File: config.mk
export PLATFORM = sky130hd
export DESIGN_NAME = ctl_bus_writer
export DESIGN_NICKNAME = d
export VERILOG_FILES = /design/src/rtl/ctl_bus_writer.sv
export SDC_FILE = /design/constraint.sdc
export NUM_CORES = 1
export LEC_CHECK = 0
export CAP_MARGIN = 20
export CORE_UTILIZATION = 53
export CTS_CLUSTER_SIZE = 24
export DETAILED_ROUTE_END_ITERATION = 7
export DONT_BUFFER_PORTS = 1
export PLACE_DENSITY = 0.68
export SETUP_SLACK_MARGIN = 0.5
export SLEW_MARGIN = 30
export SYNTH_ARGS = -nofsm -noshare
export SYNTH_HDL_FRONTEND = slang
export SYNTH_SLANG_ARGS = --single-unit
export TNS_END_PERCENT = 50
File: constraint.sdc
create_clock -name CLK -period 2.3 [get_ports CLK]
set_input_delay 0.46 -clock CLK [delete_from_list [all_inputs] [get_ports CLK]]
set_output_delay 0.46 -clock CLK [all_outputs]
set_load 0.005 [all_outputs]
File: src/rtl/ctl_bus_writer.sv
// Control BRAM bus initiator: single writes plus the sync-time / cycle-table / CTL_REG handshake.
// Optional FPGA_INFO thermo poll enabled by defining CTL_BUS_WRITER_THERMO_POLL_EN.
module ctl_bus_writer #(
  parameter int unsigned WIDTH               = 13,
  parameter int unsigned DEPTH               = 249,
  parameter int unsigned RD_LATENCY          = 2,
  parameter logic [9:0]  ADDR_CTL_REG        = 10'h000,
`ifdef CTL_BUS_WRITER_THERMO_POLL_EN
  parameter logic [9:0]  ADDR_FPGA_INFO      = 10'h001,
`endif
  parameter logic [9:0]  ADDR_EC_SYNC_TIME_0 = 10'h011,
  parameter logic [9:0]  ADDR_CYCLE_BASE     = 10'h100,
  parameter int unsigned SYNC_BIT            = 8,
  parameter int unsigned TIMEOUT             = 4096
) (
  input  logic             CLK,
  input  logic             RST_N,
  input  logic             REQ_VALID,
  output logic             REQ_READY,
  input  logic [9:0]       REQ_ADDR,
  input  logic [15:0]      REQ_DATA,
  input  logic             SYNC_REQ,
  input  logic [63:0]      SYNC_TIME,
  input  logic             CYC_VALID,
  output logic             CYC_READY,
  input  logic [WIDTH-1:0] CYC_DATA,
  output logic             SYNC_BUSY,
  output logic             SYNC_DONE,
  output logic             SYNC_ERR,
  output logic             CTL_EN,
  output logic             WE,
  output logic [9:0]       BRAM_ADDR,
  output logic [15:0]      DATA_IN,
`ifdef CTL_BUS_WRITER_THERMO_POLL_EN
  output logic             THERMO_OUT,
`endif
  input  logic [15:0]      DATA_OUT
);

  localparam int unsigned IW = (DEPTH > 1) ? $clog2(DEPTH) : 1;
  localparam int unsigned PW = (TIMEOUT > 1) ? $clog2(TIMEOUT) : 1;
  localparam int unsigned WW = $clog2(RD_LATENCY + 1);
  localparam logic [IW-1:0] LAST_IDX  = IW'(DEPTH - 1);
  localparam logic [PW-1:0] LAST_POLL = PW'(TIMEOUT - 1);
  localparam logic [WW-1:0] RD_LAST   = WW'(RD_LATENCY);
  localparam logic [15:0]   SYNC_MASK = 16'(1) << SYNC_BIT;

  typedef enum logic [2:0] {
    S_IDLE,
    S_SYNC_TIME_WR,
    S_CYCLE_WR,
    S_RD_CTL,
    S_SET_SYNC,
    S_POLL
`ifdef CTL_BUS_WRITER_THERMO_POLL_EN
    , S_THERMO_RD
`endif
  } state_e;

  state_e        state_q;
  logic          ready_en_q;
  logic [63:0]   sync_time_q;
  logic [1:0]    k_q;
  logic [IW-1:0] idx_q;
  logic [PW-1:0] poll_q;
  logic [15:0]   v_q;
  logic          rd_pend_q;
  logic [WW-1:0] rd_wait_q;
  logic          ctl_en_q, we_q;
  logic [9:0]    addr_q;
  logic [15:0]   wdata_q;
  logic          busy_q, done_q, err_q;
  logic          rd_done;
`ifdef CTL_BUS_WRITER_THERMO_POLL_EN
  logic [15:0]   thermo_cnt_q;
  logic          thermo_pend_q;
  logic          thermo_q;
`endif

  // DATA_OUT holds the read result in the cycle RD_LATENCY after the read was on the bus.
  assign rd_done   = rd_pend_q && (rd_wait_q == RD_LAST);
  assign REQ_READY = ready_en_q && (state_q == S_IDLE) && !SYNC_REQ;
  assign CYC_READY = (state_q == S_CYCLE_WR);

  always_ff @(posedge CLK or negedge RST_N) begin
    if (!RST_N) begin
      state_q     <= S_IDLE;
      ready_en_q  <= 1'b0;
      sync_time_q <= '0;
      k_q         <= '0;
      idx_q       <= '0;
      poll_q      <= '0;
      v_q         <= '0;
      rd_pend_q   <= 1'b0;
      rd_wait_q   <= '0;
      ctl_en_q    <= 1'b0;
      we_q        <= 1'b0;
      addr_q      <= '0;
      wdata_q     <= '0;
      busy_q      <= 1'b0;
      done_q      <= 1'b0;
      err_q       <= 1'b0;
`ifdef CTL_BUS_WRITER_THERMO_POLL_EN
      thermo_cnt_q  <= '0;
      thermo_pend_q <= 1'b0;
      thermo_q      <= 1'b0;
`endif
    end else begin
      ready_en_q <= 1'b1;
      ctl_en_q   <= 1'b0;
      we_q       <= 1'b0;
      done_q     <= 1'b0;
      err_q      <= 1'b0;
      if (rd_pend_q && !rd_done) rd_wait_q <= rd_wait_q + 1'b1;

      case (state_q)
        S_IDLE: begin
          if (ready_en_q && SYNC_REQ) begin
            sync_time_q <= SYNC_TIME;
            busy_q      <= 1'b1;
            k_q         <= '0;
            state_q     <= S_SYNC_TIME_WR;
          end else if (ready_en_q && REQ_VALID) begin
            ctl_en_q <= 1'b1;
            we_q     <= 1'b1;
            addr_q   <= REQ_ADDR;
            wdata_q  <= REQ_DATA;
          end
`ifdef CTL_BUS_WRITER_THERMO_POLL_EN
          else if (ready_en_q && thermo_pend_q) begin
            thermo_pend_q <= 1'b0;
            rd_pend_q     <= 1'b0;
            state_q       <= S_THERMO_RD;
          end
`endif
        end

        S_SYNC_TIME_WR: begin
          ctl_en_q <= 1'b1;
          we_q     <= 1'b1;
          addr_q   <= ADDR_EC_SYNC_TIME_0 + 10'(k_q);
          wdata_q  <= sync_time_q[{k_q, 4'b0000} +: 16];
          k_q      <= k_q + 2'd1;
          if (k_q == 2'd3) begin
            idx_q   <= '0;
            state_q <= S_CYCLE_WR;
          end
        end

        S_CYCLE_WR: begin
          if (CYC_VALID) begin
            ctl_en_q <= 1'b1;
            we_q     <= 1'b1;
            addr_q   <= ADDR_CYCLE_BASE + 10'(idx_q);
            wdata_q  <= 16'(CYC_DATA);
            idx_q    <= idx_q + 1'b1;
            if (idx_q == LAST_IDX) begin
              rd_pend_q <= 1'b0;
              state_q   <= S_RD_CTL;
            end
          end
        end

        S_RD_CTL: begin
          if (!rd_pend_q) begin
            ctl_en_q  <= 1'b1;
            addr_q    <= ADDR_CTL_REG;
            rd_pend_q <= 1'b1;
            rd_wait_q <= '0;
          end else if (rd_done) begin
            v_q       <= DATA_OUT;
            rd_pend_q <= 1'b0;
            state_q   <= S_SET_SYNC;
          end
        end

        S_SET_SYNC: begin
          ctl_en_q <= 1'b1;
          we_q     <= 1'b1;
          addr_q   <= ADDR_CTL_REG;
          wdata_q  <= v_q | SYNC_MASK;
          poll_q   <= '0;
          state_q  <= S_POLL;
        end

        // Timeout is counted in cycles, independent of how many reads were issued.
        S_POLL: begin
          if (poll_q == LAST_POLL) begin
            err_q     <= 1'b1;
            busy_q    <= 1'b0;
            rd_pend_q <= 1'b0;
            state_q   <= S_IDLE;
          end else begin
            poll_q <= poll_q + 1'b1;
            if (!rd_pend_q) begin
              ctl_en_q  <= 1'b1;
              addr_q    <= ADDR_CTL_REG;
              rd_pend_q <= 1'b1;
              rd_wait_q <= '0;
            end else if (rd_done) begin
              rd_pend_q <= 1'b0;
              if (!DATA_OUT[SYNC_BIT]) begin
                done_q  <= 1'b1;
                busy_q  <= 1'b0;
                state_q <= S_IDLE;
              end
            end
          end
        end

`ifdef CTL_BUS_WRITER_THERMO_POLL_EN
        S_THERMO_RD: begin
          if (!rd_pend_q) begin
            ctl_en_q  <= 1'b1;
            addr_q    <= ADDR_FPGA_INFO;
            rd_pend_q <= 1'b1;
            rd_wait_q <= '0;
          end else if (rd_done) begin
            thermo_q  <= DATA_OUT[0];
            rd_pend_q <= 1'b0;
            state_q   <= S_IDLE;
          end
        end
`endif

        default: state_q <= S_IDLE;
      endcase

`ifdef CTL_BUS_WRITER_THERMO_POLL_EN
      thermo_cnt_q <= thermo_cnt_q + 16'd1;
      if (thermo_cnt_q == '1) thermo_pend_q <= 1'b1;
`endif
    end
  end

  assign CTL_EN    = ctl_en_q;
  assign WE        = we_q;
  assign BRAM_ADDR = addr_q;
  assign DATA_IN   = wdata_q;
  assign SYNC_BUSY = busy_q;
  assign SYNC_DONE = done_q;
  assign SYNC_ERR  = err_q;
`ifdef CTL_BUS_WRITER_THERMO_POLL_EN
  assign THERMO_OUT = thermo_q;
`endif

endmodule

* After elaboration in Yosys (flattened, before gate mapping)
Cells that the tools add are included.
** Word-level totals
- Input bits :: 124
- Output and inout bits :: 33
- Register bits after elaboration :: 140
** Operators by class
- Shift operators :: 1
- Reductions and logical operators :: 27
- Mux-type cells :: 58
- Eq/ne operators :: 21
- Add/subtract/negate cells :: 6
** Operators with widths (number)
- 16-bit case mux with 4 select lines :: 1
- 64-bit by 7-bit indexed part select with 16-bit output :: 1
- 10-bit case mux with 6 select lines :: 1
- 10-bit two-way mux :: 5
- 16-bit two-way mux :: 3
- 3-bit two-way mux :: 10
- 12-bit case mux with 2 select lines :: 1
- 1-bit two-way mux :: 22
- 3-bit case mux with 6 select lines :: 1
- 8-bit two-way mux :: 2
- 8-bit case mux with 2 select lines :: 1
- 12-bit by 1-bit adder with 12-bit output, second input constant :: 1
- 12-bit == test, second input constant :: 1
- 12-bit two-way mux :: 1
- 2-bit != test, second input constant :: 6
- 9-bit by 8-bit adder with 10-bit output, first input constant :: 1
- 5-bit AND reduction :: 2
- 3-bit != test, second input constant :: 3
- 3-bit AND reduction :: 3
- 9-bit AND reduction :: 1
- 8-bit by 1-bit adder with 8-bit output, second input constant :: 1
- 8-bit == test, second input constant :: 1
- 2-bit two-way mux :: 4
- 2-bit case mux with 2 select lines :: 2
- 20 further kinds :: 38

* Longest topological paths before layout
- Depth in word-level cells :: 8
- Gate-level depth with buffers :: 8
- Depth with buffers taken out :: 6

* Least setup slack after synthesis
OpenSTA, ideal clock, no wires.
- Kind :: flip-flop to flip-flop
- Start :: register rd_wait_q[0]
- End :: register v_q[14]
- Slack :: 472 ps
- Arrival time :: 1700 ps
- Cell stages (with the launch flop) :: 8
- Clock period less this slack :: 1828 ps
- Required time :: 2172 ps
- Path through :: dfrtp_1 > inv_1 > ha_1 > nand2_1 > or3_1 > buf_2 > buf_2 > mux2_1
** Between the ends
- Longest elaborated chain between the ends :: 3
** RTL lines
- start, declared :: RTL line 68 : logic [WW-1:0] rd_wait_q;
- start signal, assigned :: RTL line 114 : if (rd_pend_q && !rd_done) rd_wait_q <= rd_wait_q + 1'b1;
- 2-bit == test :: RTL line 81 : assign rd_done = rd_pend_q && (rd_wait_q == RD_LAST);
- 1-bit logical AND :: RTL line 81
- 3-bit AND reduction (no line)
- end signal, assigned :: RTL line 93 : v_q <= '0;
- end signal, assigned :: RTL line 171 : v_q <= DATA_OUT;
- end, declared :: RTL line 66 : logic [15:0] v_q;
No other way between the ends.
A chain may end at the register's enable or synchronous reset.

* Worst setup path in the final report
- Start :: register state_q[1]
- End :: output port CYC_READY
** Between the ends
- Longest elaborated chain between the ends :: 1
** RTL lines
- start, declared :: RTL line 60 : state_e state_q;
- start signal, assigned :: RTL line 87 : state_q <= S_IDLE;
- start signal, assigned :: RTL line 122 : state_q <= S_SYNC_TIME_WR;
- start signal, assigned :: RTL line 146 : state_q <= S_CYCLE_WR;
- 3-bit by 2-bit == test with 1-bit output :: RTL line 83 : assign CYC_READY = (state_q == S_CYCLE_WR);
- end, declared :: RTL line 25 : output logic CYC_READY,
No other way between the ends.

==> metrics.md <==
| Metric | Value |
|---|---|
| Status | `complete, but fails checks` |
| Failing checks | `negative hold slack` |
| Number of synthesized flops with an enable pin | `0` |
| Most common cell on crit path | `buf_6` |
| Die width | `114 um` |
| Initial core utilization | `a little under three fifths` |
| DRT iter0 DRCs | `331` |
| Library cells used by synthesis | `53` |
| Pint | `~7400 uW` |
| CTS tree | `yes` |
| Syn Area/Cell | `11.4 sq um` |
| Sequential share of the synthesized area | `52.0%` |
| Area growth from synthesis to layout | `18.5%` |
| Pins Over Slew Limit | `0` |
| Pwr/cell area | `1430 nW/um^2` |
| Clk_lat worst skew | `about 0.42 ns` |
| Maximum clock path buffer count | `2` |
| Final setup fails | `0` |
| Switching Share | `between 30% and 40%` |
| Global-route wire length before repair | `25600 um` |
| Vias per Instance | `6.01` |
| Switch Pwr | `roughly 3900 uW` |
| Sequential share of power | `37.7%` |
| Largest net degree at the start of global routing | `140` |
| CTS Buf Count | `17` |
| Pleak | `0.00337 uW` |
| Fin crit period | `roughly 1.9 ns` |
| Chip Height | `114 um` |
| Synthesized net count | `716` |
| Mux contribution to synthesized area | `19.4%` |
| Final hold slack | `-0.268 ns` |
| Crit path max fanout | `4` |
| Largest family of logic cells by synthesized area | `multiplexers` |
| Min-Delay Path Class | `in2async` |
| H-tree depth | `4` |
| Cells after synthesis | `586` |
| Post-Synth Simple-Gate Area | `11.7%` |
| Core ar. | `12200 sq um` |
| Clock sinks | `139` |
| Compound-Gate Fraction of Synth Area | `10.4%` |
| Post-DP HPWL | `11000 um` |
| Antenna violations before repair | `2` |
| Total GRT Usage | `26.4%` |
| VDD IR max | `0.000816 V` |
| # rows | `40` |
| CP arrival | `1.48 ns` |
| Layout cell share with drive strength beyond 1 | `32.5%` |
| Average routed wire per standard cell | `20.9 um` |
| Drt pass-1 iters | `5` |
| Total number of vias | `4751` |
| Synth warn | `0` |
| Nets | `739` |
| Cell chain of the critical path | `buf_6, buf_6, buf_12, nand2b_4, nor2_4, buf_6` |
| Critical path class | `reg2out` |
| Crit-path max cell delay | `0.44 ns` |
| Post-synthesis cell area | `~6700 sq um` |
| Asr flop ratio synth | `100%` |
| Routed Antenna Nets | `0` |
| Post-Synth Adder-Cell Area | `1.12%` |
| Number of global-route vias before repair | `4789` |
| RSZ-0062 raised after global routing | `yes` |
| Placer's final routability congestion estimate | `0.912` |
| Slowest cell on the critical path | `dfrtp_2` |
| Worst Skew | `0.00848 ns` |
| Root buf cell | `clkbuf_16` |
| Clock transition at the registers of the reported paths | `0.06 ns` |
| Type of origin of the critical path | `register` |
| Combinational Power Share | `38.6%` |
| Grt ovf | `0` |
| # IOs | `roughly 160` |
| Critical path required time | `approximately 1.8 ns` |
| Peak Freq | `between 500 and 600 MHz` |
| Period utilisation layout | `between 80% and 90%` |
| Clock power share | `23.7%` |
| Final hold violations | `139` |
| Maxcap violations | `0` |
| Post-synthesis xor/xnor area fraction | `1.70%` |
| Total die area | `~13000 sq um` |
| Buffers on Ports | `0` |
| Seq cells post-synth | `139` |
| Final wirelength | `16500 um` |
| DRC Markers | `0` |
| Fin Setup TNS | `0 ns` |
| Endpoint class of the critical path | `output port` |
| Main synth FF type | `dfrtp_1` |
what timing repair did:
| item | CTS | global route |
|---|---|---|
| buffers inserted | 15 | 8 |
| pin swaps | 7 | 6 |
| endpoints found under the setup margin | 118 | 119 |
| gates cloned | 1 | 2 |
| gates resized for setup | 21 | 30 |
| endpoints found under the hold margin | 139 | 139 |
power by group through the flow:
stage | clock [uW] | combinational [uW] | sequential (uW)
2_1_floorplan | 0 | 3030 | 3990
3_3_place_gp | 0 | 3500 | 4250
3_5_place_dp | 0 | 3640 | 4320
4_1_cts | 2720 | 3960 | 4260
5_1_grt | 2800 | 4790 | 4390
6_report | 2680 | 4380 | 4280
worst max-delay path: cells and delay by family, from the launching register on:
kind	cells	cell delay [ns]
buf+inv	4	0.49
simple gates	2	0.13
flops	1	0.44
per-stage QoR:
| stage | instance area [sq um] | power (uW) | util [%] | setup slack (ns) | cells |
|---|---|---|---|---|---|
| after floorplan | 6700 | 7010 | - | 0.508 | 586 |
| after global placement | 6860 | 7750 | 56.4 | 0.321 | 732 |
| after detailed placement | 6860 | 7960 | 56.4 | 0.253 | 732 |
| after CTS | 7690 | 10900 | 63.2 | 0.342 | 780 |
| after global routing | 7930 | 12000 | 65.2 | 0.318 | 791 |
| final | 7930 | 11300 | 65.2 | 0.360 | 791 |
cells in the mapped netlist, types with 4 or more instances:
cell	number	area share (%)
nand3_1	30	2.2
mux2_2	75	13
buf_4	5	0.56
a31oi_1	18	1.7
o21ai_0	47	3.5
o22ai_1	13	1.2
buf_2	22	1.6
a21oi_1	6	0.45
mux2_1	5	0.84
mux4_2	16	5.4
nor2_1	37	2.1
inv_1	12	0.67
a211oi_1	4	0.45
a22oi_1	6	0.67
clkbuf_1	10	0.56
nor3_1	10	0.75
dfrtp_1	139	52
ha_1	6	1.1
nand4_1	5	0.47
o31ai_1	4	0.45
xor2_1	10	1.3
nand2_1	51	2.9
mux2i_1	4	0.60
cells in the final DEF, fill, tap and decap left out, types with 3 or more instances in the layout:
cell,netlist,final
inv_6,0,4
clkbuf_16,0,19
buf_12,0,5
nor2_4,0,3
clkinv_4,0,5
buf_6,0,7
mux2_1,5,5
nand3_1,30,30
ha_1,6,4
o31ai_1,4,3
xor2_1,10,9
xnor2_1,3,3
o22ai_1,13,13
nor2_1,37,35
dfrtp_2,0,3
inv_1,12,11
a21oi_1,6,5
mux2_2,75,75
nand4_1,5,5
nand3b_1,3,3
buf_4,5,29
mux2i_1,4,4
o21ai_0,47,44
a211oi_1,4,3
o211ai_1,3,3
dfrtp_1,139,136
mux4_2,16,16
o21ai_1,1,3
nor3_1,10,9
nand2_1,51,49
a22oi_1,6,6
a31oi_1,18,17
sequential cells by signal, indices dropped and copies added, names as in the netlist:
signal,cells
SYNC_BUSY,1
SYNC_ERR,1
k_q,2
state_q,3
poll_q,12
idx_q,8
CTL_EN,1
rd_wait_q,2
v_q,15
rd_pend_q,1
ready_en_q,1
SYNC_DONE,1
DATA_IN,16
sync_time_q,64
BRAM_ADDR,10
WE,1
cells by family after synthesis:
group / after synthesis
buf+inv: 52
other cells: 1
compound gates: 114
fa+ha+maj: 6
mux: 100
simple gates: 161
flops: 139
xor+xnor: 13
metal layers:
layer,GRT usage [%],part of all wire [%],up-vias
li1,-,-,2174
met5,0,0.079,-
met1,34.5,41,2332
met4,9.70,2.0,2
met2,40.9,49,213
met3,9.00,8.4,30
final timing paths:
check / startpoint / to / slack, ns / depth (start not counted)
worst max-delay path: state_q[1] / CYC_READY / 0.36 / 6
min in group CLK: DATA_OUT[8] / SYNC_DONE / 0.11 / 1
worst max register to register: state_q[1] / state_q[1] / 0.37 / 7
max in group asynchronous: RST_N / state_q[2] / 2.34 / 0
worst min-delay path: RST_N / idx_q[4] / -0.27 / 0
worst min register to register: sync_time_q[25] / sync_time_q[25] / 0.50 / 1
cell type report:
cell class / instances / area [sq um]
Multi-Input combinational cell: 395 / 3120
Inverter: 12 / 48.8
Fill cell: 943 / 4230
Timing Repair Buffer: 44 / 479
Sequential cell: 139 / 3480
Clock buffer: 19 / 453
Tap cell: 168 / 210
Antenna cell: 1 / 2.50
Clock inverter: 13 / 130
Power figures use the tool's default switching activity.
